===== config.mk =====
export PLATFORM = sky130hd
export DESIGN_NAME = pmci_spi_seq
export DESIGN_NICKNAME = d
export VERILOG_FILES = /design/src/rtl/pmci_spi_seq_pkg.sv /design/src/rtl/pmci_spi_poll_timer.sv /design/src/rtl/pmci_spi_seq.sv
export SDC_FILE = /design/constraint.sdc
export NUM_CORES = 1
export LEC_CHECK = 0
export BUFFER_PORTS_ARGS = -buffer_cell sky130_fd_sc_hd__buf_2
export CORE_ASPECT_RATIO = 1.1
export CORE_MARGIN = 1.5
export CORE_UTILIZATION = 46
export CTS_CLUSTER_DIAMETER = 120
export DETAILED_ROUTE_END_ITERATION = 10
export PLACE_DENSITY = 0.77
export SYNTH_ARGS = -nofsm -noshare
export SYNTH_HDL_FRONTEND = slang
export SYNTH_SLANG_ARGS = --single-unit

===== constraint.sdc =====
create_clock -name clk -period 1.8 [get_ports clk]
set_input_delay 0.36 -clock clk [delete_from_list [all_inputs] [get_ports clk]]
set_output_delay 0.36 -clock clk [all_outputs]
set_load 0.02 [all_outputs]

===== src/rtl/pmci_spi_seq_pkg.sv =====
// Shared constants and types for the PMCI SPI bridge sequencer:
// register offsets, command codes, CSR status bits and the FSM state type.
package pmci_spi_seq_pkg;

    localparam logic [3:0] OFF_CSR   = 4'h0;
    localparam logic [3:0] OFF_AR    = 4'h4;
    localparam logic [3:0] OFF_RD_DR = 4'h8;
    localparam logic [3:0] OFF_WR_DR = 4'hC;

    localparam logic [1:0] CMD_RD = 2'b01;
    localparam logic [1:0] CMD_WR = 2'b10;

    localparam int CSR_BUSY_BIT = 2;
    localparam int CSR_ERR_BIT  = 3;

    typedef enum logic [3:0] {
        ST_IDLE,
        ST_WR_DATA,
        ST_WR_ADDR,
        ST_WR_CMD,
        ST_POLL_RD,
        ST_POLL_WAIT,
        ST_GAP,
        ST_RD_DATA,
        ST_RD_WAIT,
        ST_RESP
    } state_t;

    function automatic logic [31:0] reg_addr(input logic [31:0] base, input logic [3:0] off);
        return base + {28'd0, off};
    endfunction

endpackage


===== src/rtl/pmci_spi_poll_timer.sv =====
// Poll bookkeeping for the SPI sequencer: saturating count of issued CSR
// reads and the idle-gap counter that spaces consecutive polls.
module pmci_spi_poll_timer #(
    parameter int POLL_MAX = 1024,
    parameter int POLL_GAP = 4
) (
    input  logic clk,
    input  logic rst_n,
    input  logic clear,
    input  logic poll_inc,
    input  logic in_gap,
    output logic gap_done,
    output logic poll_exhausted
);

    localparam int PW = $clog2(POLL_MAX + 1);
    localparam int GW = (POLL_GAP > 1) ? $clog2(POLL_GAP) : 1;

    logic [PW-1:0] poll_cnt;
    logic [GW-1:0] gap_cnt;

    assign poll_exhausted = (poll_cnt == PW'(POLL_MAX));
    // With no gap configured the sequencer never enters GAP, so done is moot.
    assign gap_done = (POLL_GAP == 0) ? 1'b1 : (gap_cnt == GW'(POLL_GAP - 1));

    always_ff @(posedge clk or negedge rst_n) begin
        if (!rst_n) begin
            poll_cnt <= '0;
            gap_cnt  <= '0;
        end else begin
            if (clear) begin
                poll_cnt <= '0;
            end else if (poll_inc && !poll_exhausted) begin
                poll_cnt <= poll_cnt + PW'(1);
            end

            if (!in_gap) begin
                gap_cnt <= '0;
            end else if (!gap_done) begin
                gap_cnt <= gap_cnt + GW'(1);
            end
        end
    end

endmodule


===== src/rtl/pmci_spi_seq.sv =====
// Turns single-word flash read/write requests into PMCI SPI bridge register accesses.
// Define PMCI_SPI_SEQ_STATS_EN to add read/write/error statistics outputs.
module pmci_spi_seq
    import pmci_spi_seq_pkg::*;
#(
    parameter logic [31:0] BASE_ADDR = 32'h20400,
    parameter int          AVMM_AW   = 32,
    parameter int          POLL_MAX  = 1024,
    parameter int          POLL_GAP  = 4
) (
    input  logic               clk,
    input  logic               rst_n,
    input  logic               req_valid,
    output logic               req_ready,
    input  logic               req_wr,
    input  logic [31:0]        req_addr,
    input  logic [31:0]        req_wdata,
    output logic               rsp_valid,
    output logic [31:0]        rsp_rdata,
    output logic               rsp_err,
    output logic [AVMM_AW-1:0] avmm_address,
    output logic               avmm_write,
    output logic               avmm_read,
    output logic [31:0]        avmm_writedata,
    input  logic [31:0]        avmm_readdata,
    input  logic               avmm_readdatavalid,
    input  logic               avmm_waitrequest,
    input  logic [1:0]         avmm_response
`ifdef PMCI_SPI_SEQ_STATS_EN
    ,
    output logic [15:0]        stat_rd_cnt,
    output logic [15:0]        stat_wr_cnt,
    output logic [15:0]        stat_to_cnt
`endif
);

    localparam logic [AVMM_AW-1:0] A_CSR   = AVMM_AW'(reg_addr(BASE_ADDR, OFF_CSR));
    localparam logic [AVMM_AW-1:0] A_AR    = AVMM_AW'(reg_addr(BASE_ADDR, OFF_AR));
    localparam logic [AVMM_AW-1:0] A_RD_DR = AVMM_AW'(reg_addr(BASE_ADDR, OFF_RD_DR));
    localparam logic [AVMM_AW-1:0] A_WR_DR = AVMM_AW'(reg_addr(BASE_ADDR, OFF_WR_DR));

    state_t      state;
    logic        is_wr;
    logic [31:0] addr_q;
    logic        gap_done;
    logic        poll_exhausted;
    logic        accept;
    logic        cmd_done;

    assign accept   = (state == ST_IDLE) && req_valid;
    assign cmd_done = !avmm_waitrequest;

    pmci_spi_poll_timer #(
        .POLL_MAX (POLL_MAX),
        .POLL_GAP (POLL_GAP)
    ) u_timer (
        .clk            (clk),
        .rst_n          (rst_n),
        .clear          (accept),
        .poll_inc       ((state == ST_POLL_RD) && cmd_done),
        .in_gap         (state == ST_GAP),
        .gap_done       (gap_done),
        .poll_exhausted (poll_exhausted)
    );

    always_ff @(posedge clk or negedge rst_n) begin
        if (!rst_n) begin
            state          <= ST_IDLE;
            is_wr          <= 1'b0;
            addr_q         <= '0;
            req_ready      <= 1'b1;
            rsp_valid      <= 1'b0;
            rsp_rdata      <= '0;
            rsp_err        <= 1'b0;
            avmm_address   <= '0;
            avmm_write     <= 1'b0;
            avmm_read      <= 1'b0;
            avmm_writedata <= '0;
        end else begin
            rsp_valid <= 1'b0;
            case (state)
                ST_IDLE: begin
                    if (req_valid) begin
                        req_ready  <= 1'b0;
                        is_wr      <= req_wr;
                        addr_q     <= req_addr;
                        avmm_write <= 1'b1;
                        if (req_wr) begin
                            state          <= ST_WR_DATA;
                            avmm_address   <= A_WR_DR;
                            avmm_writedata <= req_wdata;
                        end else begin
                            state          <= ST_WR_ADDR;
                            avmm_address   <= A_AR;
                            avmm_writedata <= req_addr;
                        end
                    end
                end
                ST_WR_DATA: begin
                    if (cmd_done) begin
                        state          <= ST_WR_ADDR;
                        avmm_address   <= A_AR;
                        avmm_writedata <= addr_q;
                    end
                end
                ST_WR_ADDR: begin
                    if (cmd_done) begin
                        state          <= ST_WR_CMD;
                        avmm_address   <= A_CSR;
                        avmm_writedata <= {30'd0, is_wr ? CMD_WR : CMD_RD};
                    end
                end
                ST_WR_CMD: begin
                    if (cmd_done) begin
                        state          <= ST_POLL_RD;
                        avmm_write     <= 1'b0;
                        avmm_writedata <= '0;
                        avmm_read      <= 1'b1;
                        avmm_address   <= A_CSR;
                    end
                end
                ST_POLL_RD: begin
                    if (cmd_done) begin
                        state     <= ST_POLL_WAIT;
                        avmm_read <= 1'b0;
                    end
                end
                ST_POLL_WAIT: begin
                    if (avmm_readdatavalid) begin
                        if ((avmm_response != 2'b00) || avmm_readdata[CSR_ERR_BIT]) begin
                            state     <= ST_RESP;
                            rsp_valid <= 1'b1;
                            rsp_err   <= 1'b1;
                            rsp_rdata <= '0;
                        end else if (!avmm_readdata[CSR_BUSY_BIT]) begin
                            if (is_wr) begin
                                state     <= ST_RESP;
                                rsp_valid <= 1'b1;
                                rsp_err   <= 1'b0;
                                rsp_rdata <= '0;
                            end else begin
                                state        <= ST_RD_DATA;
                                avmm_read    <= 1'b1;
                                avmm_address <= A_RD_DR;
                            end
                        end else if (poll_exhausted) begin
                            state     <= ST_RESP;
                            rsp_valid <= 1'b1;
                            rsp_err   <= 1'b1;
                            rsp_rdata <= '0;
                        end else if (POLL_GAP == 0) begin
                            state     <= ST_POLL_RD;
                            avmm_read <= 1'b1;
                        end else begin
                            state <= ST_GAP;
                        end
                    end
                end
                ST_GAP: begin
                    if (gap_done) begin
                        state     <= ST_POLL_RD;
                        avmm_read <= 1'b1;
                    end
                end
                ST_RD_DATA: begin
                    if (cmd_done) begin
                        state     <= ST_RD_WAIT;
                        avmm_read <= 1'b0;
                    end
                end
                ST_RD_WAIT: begin
                    if (avmm_readdatavalid) begin
                        state     <= ST_RESP;
                        rsp_valid <= 1'b1;
                        rsp_err   <= (avmm_response != 2'b00);
                        rsp_rdata <= (avmm_response != 2'b00) ? 32'd0 : avmm_readdata;
                    end
                end
                ST_RESP: begin
                    state     <= ST_IDLE;
                    req_ready <= 1'b1;
                end
                default: begin
                    state     <= ST_IDLE;
                    req_ready <= 1'b1;
                end
            endcase
        end
    end

`ifdef PMCI_SPI_SEQ_STATS_EN
    always_ff @(posedge clk or negedge rst_n) begin
        if (!rst_n) begin
            stat_rd_cnt <= '0;
            stat_wr_cnt <= '0;
            stat_to_cnt <= '0;
        end else if (rsp_valid) begin
            if (rsp_err) begin
                stat_to_cnt <= stat_to_cnt + 16'd1;
            end else if (is_wr) begin
                stat_wr_cnt <= stat_wr_cnt + 16'd1;
            end else begin
                stat_rd_cnt <= stat_rd_cnt + 16'd1;
            end
        end
    end
`endif

endmodule


# Yosys cells after proc, flatten, opt, wreduce, memory -nomap -nowiden
# Index checks and enable logic that the tools add are counted.
[word_totals]
inputBits = 104
out_inout_bits = 101
register_bits = 151
elab_cells = 137
[classes]
eq_ne = 27
add_sub_neg = 2
bitwise_logic = 1
n_reduce_logical = 25
muxes = 69
[op_table]
columns = ["operator", "count"]
rows = [
  ["$mux W32", 19],
  ["$pmux W32 S4", 2],
  ["$pmux W32 S2", 1],
  ["$mux W4", 14],
  ["$pmux W4 S9", 1],
  ["$ne A2 B2 Y1 const B", 15],
  ["$mux W11", 2],
  ["$mux W1", 21],
  ["$eq A4 B3 Y1 const B", 4],
  ["$reduce_and A8 Y1", 2],
  ["$reduce_bool A4 Y1", 3],
  ["$add A11 B1 Y11 const B", 1],
  ["$eq A11 B11 Y1 const B", 1],
  ["$reduce_and A5 Y1", 2],
  ["$reduce_and A9 Y1", 1],
  ["$eq A4 B2 Y1 const B", 2],
  ["$mux W2", 4],
  ["$pmux W1 S2", 4],
  ["$reduce_bool A2 Y1", 4],
  ["$reduce_or A8 Y1", 1],
  ["$eq A4 B1 Y1 const B", 1],
  ["$eq A4 B4 Y1 const B", 1],
  ["$logic_not A4 Y1", 1],
  ["$ne A4 B3 Y1 const B", 1],
  ["11 further kinds", 16],
]

# Depth between registers and ports, before layout
# Gate-level depths: netlist of the first run.
[logic_depth]
word_depth = 6
depth_mapped = 8
depth_no_buf = 7

# Modules after synthesis
# Synthesis of the first run repeated with hierarchy kept, for this count alone.
[unflattened]
cells_unflattened = 589
area_unflattened_um2 = 6281.0
[by_module_without_submodules]
columns = ["module", "area_per_inst_um2", "cells_per_inst", "n_inst"]
rows = [
  ["pmci_spi_seq", 5525.3, 511, 1],
  ["pmci_spi_poll_timer", 755.7, 78, 1],
]

# Worst setup path before layout of the first run
# OpenSTA, ideal clock, no wires.
[synth_timing]
path_type = "register to register"
from = "register u_timer.poll_cnt[0]"
to = "register rsp_rdata[3]"
arrival_ps = 1677
path_stages_with_launch = 8
setup_time_ps = 139
slack_ps = -16
path_buffers = 1
path_cell_list = "dfrtp_1 inv_1 ha_1 and2_1 a41oi_2 nor4b_4 buf_6 o22ai_4"
[synth_between]
elab_chain_cells = 3
[synth_lines]
columns = ["element", "line", "rtl"]
rows = [
  ["start: declaration", "pmci_spi_poll_timer.sv:19", "logic [PW-1:0] poll_cnt;"],
  ["start signal: assignment", "pmci_spi_poll_timer.sv:34", "poll_cnt <= poll_cnt + PW'(1);"],
  ["$eq A11 B11 Y1", "pmci_spi_poll_timer.sv:22", "assign poll_exhausted = (poll_cnt == PW'(POLL_MAX));"],
  ["$ne A4 B3 Y1 (no source line)", "-", ""],
  ["$reduce_and A5 Y1 (no source line)", "-", ""],
  ["end signal: assignment", "pmci_spi_seq.sv:176", "rsp_rdata <= (avmm_response != 2'b00) ? 32'd0 : avmm_readdata;"],
  ["end: declaration", "pmci_spi_seq.sv:19", "output logic [31:0] rsp_rdata,"],
]
# No other way between the ends.
# A chain may end at the register's enable or synchronous reset.

# Worst setup path after layout of the first run
[layout_timing]
from = "register u_timer.poll_cnt[6]"
to = "register rsp_rdata[21]"
# Same word-level chain as after synthesis.

==> results.md, run 1 <==
- Leading area contributor after synthesis: dfrtp_1
- Vias/cell: 5.24
- Port-buffer cells: 176
- Worst-Skew Late Latency: 0.41 ns
- CP max stage cell: dfrtp_1
- Dominant synthesized flop cell: dfrtp_1
- CTS sink count: 122
- Pre-Repair DR Iteration Count: 5
- Synth cell count leaders: nand2_1 (176), dfrtp_1 (121), nor2_1 (51)
- Final GP Congestion: 0.886
- Fin crit share: 100%
- Largest net degree at the start of global routing: 41
- WP data arrival: 2.10 ns
- Critical Path End Type: flip-flop
- Max IR drop VDD: 0.000879 V
- CTS tree: built
- Die outline height: 125 µm
- Reg2reg setup slack: -0.002 ns
- Final HPWL DP: 11.3 mm
- RR Endpoint: rsp_rdata[21]
- Diode count: 0
- Worst reg2reg startpoint: u_timer.poll_cnt[6]
- Worst hold path type: input pin to flip-flop
- Mapped cell area: 0.00621 mm²
- WHS: 0.152 ns
- Vias: 5713
- Fin nets: 1024
- Clk slew on worst S/H paths: 0.06 ns
- Clk buf depth: 2
- Initial Util: 47.0%
- Setup violators final: 1
- Drt initial violations: 316
- Syn Inst Count: 694
- Run status: finished with violations
- Asr flop ratio synth: 100%
- Setup CP Type: flip-flop to flip-flop
- Row count: 44
- Worst EP required: 2.10 ns
- Post-route cell area: 0.00849 mm²
- First-pass GRT wire length: 26.6 mm
- Fraction of layout cells with a size suffix above 1: 38.2%
- Synth area leaders: dfrtp_1 (49%), nand2_1 (11%), mux2i_1 (5.6%), o21ai_2 (4.1%), o21ai_0 (3.9%)
- Vias in the first global route: 5586
- Worst Hold End: addr_q[26]
- PnR worst setup slack: -0.00196 ns
- Clk_skew: 0.00750 ns
- CTS Root Cell: clkbuf_16
- Leak: 4.34 nW
- Share of the synthesized area in the top cell type: 48.7%
- Tot GR Track Use: 23.5%
- Syn_area_per_cell: 8.95 µm²
- Max-slew violations: 0
- TritonCTS buffer count: 17
- Hold Fails Final Rpt: 0
- Area Growth Syn to Fin: 36.6%
- Worst hold start: req_addr[26]
- R2R cell count: 6
- CP startpoint kind: flip-flop
- Hold Crit Depth: 3
- Post-route ant nets: 0
- Routed length per instance: 15.7 µm
- Routed WL: 17.1 mm
- Post-synth EDFFs: 0
- Critical path startpoint: u_timer.poll_cnt[6]
- Core box area: 0.0132 mm²
- Yosys warnings: 0
- GRT overflow: 0
- Initial antenna violation count: 0
- Max incr delay on CP: 0.41 ns
- H-tree depth: 4
- Top-Level Pins: 205
- Sequential share of the synthesized area: 49.2%
- RSZ-0062 raised after global routing: yes
- Fin crit period: 1.80 ns
- Max-Cap Viols: 0
- Fmax: 555 MHz
- Synthesis-stage register bit count: 122
- DIE AREA: 0.0142 mm²
- Synth cell types: 52
- Die Wd: 114 µm
- Critical path cell sequence: nor4_4, a41oi_4, nor4b_4, buf_6, clkbuf_16, o21ai_2
- Area after DPL: 0.00761 mm²
- Count leader, synth: nand2_1
- Crit-path max FO: 9
- P per Cell Area: 1630 mW/mm²
- DR DRC count: 0
- Failing checks: negative setup slack
state kept, by name, summed over array words and instances (netlist names):
name              cells
rsp_rdata            32
avmm_address          3
u_timer.gap_cnt       2
avmm_write            1
u_timer.poll_cnt     11
req_ready             1
is_wr                 1
rsp_valid             1
rsp_err               1
state                 4
avmm_writedata       32
avmm_read             1
addr_q               32
worst max path at each step:
stage | slack, ns | endpoint | cells after the start
after floorplan | -0.02 | rsp_rdata[3] | 7
after global placement | -0.22 | rsp_rdata[17] | 5
after detailed placement | -0.26 | avmm_address[3] | 7
after CTS | -0.03 | rsp_rdata[3] | 6
after global routing | -0.05 | rsp_err | 6
final | -0.002 | rsp_rdata[21] | 6
through the flow:
stage               cells  power [mW]  utilization, %  worst slack, ns  setup TNS, ns
floorplan             721        7.77               -          -0.0156        -0.0156
global placement     1047        9.82            57.6           -0.221          -5.98
detailed placement   1047        9.96            57.6           -0.259          -6.89
CTS                  1086        13.5            62.6          -0.0264         -0.162
global route         1091        14.6            64.2          -0.0549          -1.11
finish               1091        13.8            64.2         -0.00196       -0.00196
where the power goes:
part	total, mW	leakage [nW]	switching, mW	internal (mW)
Combinational	6.10	2.47	3.59	2.51
Clock	3.35	0.279	1.25	2.11
Sequential	4.35	1.59	0.596	3.75
final cells by class:
class	instances	area, µm²
fillers	1088	4720
multi-input cells	519	2970
inverters	6	22.5
flip-flops and latches	122	3060
clock buffers	21	460
well taps	161	201
repair buffers	251	1660
clock inverters	11	120
kinds of logic (layout without fill, tap and decap cells):
logic type	after synthesis	count (layout)	share of synthesized area [%]
simple gates	302	302	21.0
compound gates	138	138	14.3
flops	122	122	49.2
buf+inv	80	289	7.13
mux	41	41	6.73
xor+xnor	7	7	0.987
fa+ha+maj	3	3	0.604
other cells	1	28	0.0604
worst max-delay path, delay by kind of cell, from the launching register on:
family | cells | cell delay [ns]
compound gates | 2 | 0.24
buf+inv | 2 | 0.39
flops | 1 | 0.41
simple gates | 2 | 0.63
routing by layer:
| layer | GRT usage [%] | share of wire, % | wire length [µm] | vias up |
|---|---|---|---|---|
| li1 | - | - | - | 2724 |
| met1 | 28.9 | 40 | 6810 | 2734 |
| met2 | 39.7 | 52 | 8950 | 228 |
| met3 | 5.69 | 5.8 | 989 | 27 |
| met4 | 8.90 | 2.0 | 339 | 0 |
| met5 | 0 | 0 | 0 | - |
layout by cell type (no fill, tap or decap), types with 5 or more instances in the layout:
master,count
nor2_2,5
nand3_1,38
o21ai_1,5
inv_1,6
xor2_1,5
dfrtp_1,118
a21oi_1,41
conb_1,28
buf_2,175
nor3_1,5
buf_4,56
buf_12,12
nor2_1,45
o21ai_2,29
o21ai_0,42
clkbuf_16,19
mux2i_1,35
nand2_1,175
repair_timing:
action / 4_1_cts / 5_1_grt
pin swaps: 13 / 11
hold buffers: 1 / 0
buffers inserted: 6 / 3
resized for setup: 10 / 38
setup endpoints to repair: 61 / 82
cloned: 0 / 2
endpoints found under the hold margin: 19 / 0
Power figures use the tool's default switching activity.
==> run 2: changes to the inputs <==
Settings changed: BUFFER_PORTS_ARGS -buffer_cell sky130_fd_sc_hd__buf_2 to -buffer_cell sky130_fd_sc_hd__buf_4, CTS_CLUSTER_SIZE from default to 16, HOLD_SLACK_MARGIN from default to 0.05.
==> run 2 against run 1 <==
Effect of this change:
- the run now ends clean
- sequential cell count is the same
- first-iteration DRC count grew 21%
- sequential power is essentially flat
- critical path depth grew 3
- utilization grew 3.9 points
- via count grew 1.9%
- sequential share of layout area shrank 2.1 points
==> results.md, run 2 (synthesized netlist as in run 1, its figures left out) <==
- Run status: completed
- Max-slew violations: 0 (unchanged)
- CP max stage cell: dfrtp_1
- Top-Level Pins: 205 (unchanged)
- Final core occ: 68.2% (+3.9 points)
- Busiest layer in global routing: met2
- Fin crit period: 1.79 ns (-0.0116 ns)
- TritonCTS buffer count: 17 (unchanged)
- Tot GR Track Use: 24.3% (+0.76 points)
- Drt initial violations: 382 (+21%)
- Final GP Congestion: 0.901 (+1.7%)
- Pre-Repair DR Iteration Count: 5 (unchanged)
- P per Cell Area: 1630 mW/mm² (about the same)
- Initial Util: 47.0% (unchanged)
- Critical Path End Type: flip-flop
- DIE AREA: 0.0142 mm² (unchanged)
- Hold Fails Final Rpt: 0 (unchanged)
- Fill count: 1007 (-7.4%)
- Regs by FF count: addr_q x32, avmm_writedata x32, rsp_rdata x32
- Die Wd: 114 µm (unchanged)
- Final cell count without fillers: 1102 (+1.0%)
- Worst-Skew Late Latency: 0.42 ns (about the same)
- Fin nets: 1035 (+1.1%)
- Routed length per instance: 16.0 µm (+2.4%)
- DR DRC count: 0 (unchanged)
- CTS tree: built
- Vias: 5822 (+1.9%)
- Met2 Use GR: 39.7% (unchanged)
- Fraction of layout cells with a size suffix above 1: 39.7% (+1.6 points)
- Largest net degree at the start of global routing: 43 (+4.9%)
- Clk buf depth: 2 (unchanged)
- Area Growth Syn to Fin: 45.0%
- Diode count: 0 (unchanged)
- Sequential Area: 0.00306 mm² (about the same)
- Fmax: 559 MHz (+0.65%)
- M3 GR Usage: 6.03% (+0.34 points)
- Area after DPL: 0.00803 mm² (+5.6%)
- Setup CP Type: flip-flop to flip-flop
- Crit path top cell by count: buf_6
- Max-Cap Viols: 0 (unchanged)
- Vias in the first global route: 5630 (+0.79%)
- First-pass GRT wire length: 27.5 mm (+3.3%)
- Leak: 4.49 nW (+3.4%)
- Routed WL: 17.7 mm (+3.4%)
- Max incr delay on CP: 0.38 ns (-0.03 ns)
- Initial antenna violation count: 0 (unchanged)
- Port-buffer cells: 176 (unchanged)
- Setup violators final: 0 (-1)
- Critical path cell sequence: buf_6, or2_4, buf_6, nor2_4, buf_12, clkbuf_16, nor2_1, a21oi_1, o21ai_1
- Fin crit share: 99.5% (-0.64 points)
- RSZ-0062 raised after global routing: yes
- Multi-input logic area: 0.00297 mm² (about the same)
- WP data arrival: 2.08 ns (-0.02 ns)
- Dpl cells: 1052 (+0.48%)
- Die outline height: 125 µm (unchanged)
- Max IR drop VDD: 0.00112 V (+28%)
- CTS sink count: 122 (unchanged)
- Vias/cell: 5.28 (+0.89%)
- Row count: 44 (unchanged)
- Worst hold path type: input pin to flip-flop
- Commonest non-fill, non-tap cell in the layout: buf_4
- Core box area: 0.0132 mm² (unchanged)
- CP startpoint kind: flip-flop
- GRT overflow: 0 (unchanged)
- Final HPWL DP: 11.5 mm (+1.9%)
- H-tree depth: 4 (unchanged)
- Commonest non-fill, non-tap cells in the layout: buf_4 (238), nand2_1 (175), dfrtp_1 (119), nor2_1 (40), nand3_1 (38)
- Post-route cell area: 0.00901 mm² (+6.1%)
- Post-route ant nets: 0 (unchanged)
- M1 GR Usage: 30.5% (+1.5 points)
- Crit-path max FO: 8 (-1)
- CTS Root Cell: clkbuf_16
- Clk slew on worst S/H paths: 0.06 ns (about the same)
- Clk_skew: 0.0116 ns (+0.00407 ns)
- Worst EP required: 2.09 ns (about the same)
==> run 2: cell count changes in the layout (fill, tap and decap cells not counted), sizes merged <==
cell / before / now
clkinv: 5 / 8
buf: 248 / 258
bufinv: 2 / 1
clkbuf: 23 / 22
==> run 2: critical path, delay by kind of cell, from the launching register on <==
kind / cells / cell delay (ns)
flops: 1 / 0.38
buf+inv: 4 / 0.57
compound gates: 2 / 0.21
simple gates: 3 / 0.49
==> run 2: layout make-up <==
cell class | count | area share [%]
tap | 161 | 2.24
clock buffer | 19 | 5.03
clock inverter | 13 | 1.33
inverter | 6 | 0.250
timing repair buffer | 262 | 24.3
multi-input combinational | 519 | 33.0
sequential | 122 | 33.9
==> run 2: worst paths after layout <==
kind	from	to	slack [ns]	cells after the start
min in group asynchronous	rst_n	avmm_writedata[4]	0.40	2
worst min register to register	addr_q[10]	addr_q[10]	0.47	2
worst max register to register	state[2]	avmm_writedata[24]	0.01	9
worst max-delay path	state[2]	avmm_writedata[24]	0.01	9
max in group asynchronous	rst_n	avmm_writedata[1]	0.68	3
worst min-delay path	req_addr[26]	addr_q[26]	0.14	3
==> run 2: layer usage <==
| layer | share of wire (%) | vias to the layer above |
|---|---|---|
| met5 | 0 | - |
| met4 | 2.6 | 0 |
| met3 | 6.6 | 45 |
| met2 | 51 | 232 |
| met1 | 40 | 2785 |
| li1 | - | 2760 |
==> run 2: repair_timing <==
action	CTS	global route
setup endpoints to repair	66	103
setup buffers	2	9
resized for setup	9	58
hold endpoints to repair	23	0
gates cloned	0	6
hold buffers	1	0
pin swaps	1	14
==> run 2: report_power, final <==
group | switching [mW] | internal [mW] | total, mW
Clock | 1.27 | 1.97 | 3.24
Combinational | 3.83 | 3.21 | 7.04
Sequential | 0.611 | 3.75 | 4.36
Total | 5.70 | 8.94 | 14.6
==> run 2: through the flow <==
step	setup WS [ns]	setup TNS [ns]	hold WS, ns	power [mW]
2_1_floorplan	-0.0156	-0.0156	0.0644	7.77
4_1_cts	0.000578	0	0.128	13.8
6_report	0.00964	0	0.139	14.6
3_5_place_dp	-0.310	-10.12	0.305	10.4
5_1_grt	-0.0539	-0.971	0.141	15.5
3_3_place_gp	-0.286	-8.71	0.302	10.3
==> run 3: changes to the inputs <==
Settings changed: CORE_MARGIN 1.5 to default.
==> run 3 against run 2 <==
Effect of this change:
- the run now ends with negative setup slack left
- cell area decreased by 0.61%
- largest cell class unchanged
- global-route usage about the same
- sequential power about the same
- largest power group unchanged
- clock skew increased by 0.0084 ns
==> results.md, run 3 (synthesized netlist as in run 1, its figures left out) <==
- Tot GR Track Use: 24.3% (about the same)
- Worst reg2reg startpoint: u_timer.poll_cnt[4]
- TritonCTS buffer count: 17 (unchanged)
- Worst slack, placed: -0.169 ns (+0.142 ns)
- Commonest non-fill, non-tap cells in the layout: buf_4 (233), nand2_1 (175), dfrtp_1 (118), nor2_1 (47), o21ai_0 (44)
- CTS Root Cell: clkbuf_16
- CTS tree: built
- Routed length per instance: 15.8 µm (-1.2%)
- Final HPWL DP: 11.1 mm (-3.5%)
- Routed WL: 17.2 mm (-2.4%)
- Max-Cap Viols: 0 (unchanged)
- Largest net degree at the start of global routing: 51 (+19%)
- Port-buffer cells: 176 (unchanged)
- PnR worst setup slack: -0.0283 ns (-0.0379 ns)
- Max IR drop VDD: 0.000897 V (-20%)
- Clk slew on worst S/H paths: 0.06 ns (about the same)
- Die Wd: 113 µm (-0.88%)
- First-pass GRT wire length: 26.5 mm (-3.5%)
- Pre-Repair DR Iteration Count: 6 (+1)
- Clk_skew: 0.0200 ns (+0.00841 ns)
- Fmax: 547 MHz (-2.1%)
- Vias: 5662 (-2.7%)
- Regs by FF count: addr_q x32, avmm_writedata x32, rsp_rdata x32
- Vias/cell: 5.20 (-1.5%)
- Core box area: 0.0132 mm² (unchanged)
- P per Cell Area: 1660 mW/mm² (+1.9%)
- Gate power share: 45.0% (-3.1 points)
- Busiest layer in global routing: met2
- WHS: 0.137 ns (-0.00203 ns)
- Switching part of the total: 37.8% (-1.2 points)
- Setup CP Type: flip-flop to flip-flop
- RSZ-0062 raised after global routing: yes
- Fin crit period: 1.83 ns (+0.0379 ns)
- Area Growth Syn to Fin: 44.1%
- Diode count: 0 (unchanged)
- Fraction of layout cells with a size suffix above 1: 38.0% (-1.8 points)
- Final GP Congestion: 0.807 (-10%)
- Initial antenna violation count: 0 (unchanged)
- Setup violators final: 16 (+16)
- Worst-Skew Late Latency: 0.42 ns (about the same)
- GRT overflow: 0 (unchanged)
- H-tree depth: 4 (unchanged)
- Worst EP required: 2.11 ns (+0.02 ns)
- Drt initial violations: 375 (-1.8%)
- WP data arrival: 2.14 ns (+0.06 ns)
- Clk buf depth: 2 (unchanged)
- Die outline height: 124 µm (-0.80%)
- Multi-input logic area: 0.00295 mm² (-0.55%)
- Failing checks: negative setup slack
- Critical path startpoint: u_timer.poll_cnt[4]
- Fin nets: 1022 (-1.3%)
- Critical Path End Type: flip-flop
- Leak: 4.46 nW (-0.57%)
- Commonest non-fill, non-tap cell in the layout: buf_4
- M1 GR Usage: 30.2% (-0.31 points)
- Int Pwr: 9.23 mW (+3.3%)
- Post-route ant nets: 0 (unchanged)
- Max-slew violations: 0 (unchanged)
- Sequential Area: 0.00306 mm² (about the same)
- Vias in the first global route: 5470 (-2.8%)
- Clock power share: 25.6% (+3.5 points)
- Crit-path max FO: 9 (+1)
- Run status: finished with violations
- DIE AREA: 0.0140 mm² (-1.7%)
- Met2 Use GR: 40.4% (+0.71 points)
- Total power: 14.8 mW (+1.3%)
- Initial Util: 47.0% (unchanged)
- Fill count: 997 (-0.99%)
- Hold Fails Final Rpt: 0 (unchanged)
- Worst hold start: req_addr[25]
- CTS sink count: 122 (unchanged)
- Fin crit share: 102% (+2.1 points)
- Psw: 5.60 mW (-1.8%)
- Final core occ: 67.8% (-0.42 points)
- Top-Level Pins: 205 (unchanged)
- Sequential share of power: 29.4% (-0.4 points)
- CP startpoint kind: flip-flop
- DR DRC count: 0 (unchanged)
- M3 GR Usage: 5.69% (-0.34 points)
- Worst hold path type: input pin to flip-flop
- Row count: 44 (unchanged)
## run 3: cell type report
| class | instances | area share [%] |
|---|---|---|
| clock buffers | 18 | 4.90 |
| repair buffers | 249 | 23.0 |
| clock inverters | 13 | 2.43 |
| well taps | 161 | 2.25 |
| multi-input cells | 519 | 33.0 |
| flip-flops and latches | 122 | 34.1 |
| inverters | 6 | 0.252 |
## run 3: timing repair
item,in CTS,in global routing
hold buffers,1,0
gates resized for setup,10,35
setup buffers,2,5
endpoints found under the setup margin,44,62
gates cloned,0,4
pin swaps,2,14
hold endpoints to repair,25,0
## run 3: power groups by stage
stage | Combinational, mW | Clock [mW] | Sequential, mW
2_1_floorplan | 2.82 | 0 | 4.94
3_3_place_gp | 5.92 | 0 | 4.34
3_5_place_dp | 6.05 | 0 | 4.35
4_1_cts | 6.17 | 3.83 | 4.34
5_1_grt | 7.23 | 3.97 | 4.48
6_report | 6.67 | 3.79 | 4.37
## run 3: critical path, stage by stage, from the launching register on
cell       delay, ns
dfrtp_1         0.41
nor4_4          0.39
a41oi_4         0.19
nor4b_4         0.29
buf_6           0.19
clkbuf_16       0.18
o21ai_2         0.07
## run 3: final timing paths
| kind | cells past startpoint | to | slack (ns) |
|---|---|---|---|
| setup / recovery | 6 | rsp_rdata[27] | -0.03 |
| hold / removal | 3 | addr_q[25] | 0.14 |
| setup reg to reg | 6 | rsp_rdata[27] | -0.03 |
| hold reg to reg | 2 | addr_q[2] | 0.47 |
| max in group asynchronous | 3 | req_ready | 0.73 |
| min in group asynchronous | 2 | avmm_writedata[24] | 0.42 |
## run 3: layer usage
| layer | part of all wire [%] | vias to the layer above | routed length [µm] |
|---|---|---|---|
| met3 | 5.4 | 41 | 923 |
| met1 | 41 | 2688 | 7070 |
| met5 | 0 | - | 0 |
| li1 | - | 2723 | - |
| met2 | 51 | 210 | 8730 |
| met4 | 3.0 | 0 | 518 |
## run 3: per-stage QoR
step	TNS [ns]	instance area, µm²	instances
2_1_floorplan	-0.0156	6310	721
3_3_place_gp	-2.42	7970	1045
3_5_place_dp	-4.23	7970	1045
4_1_cts	0	8680	1079
5_1_grt	-3.85	8950	1088
6_report	-0.203	8950	1088
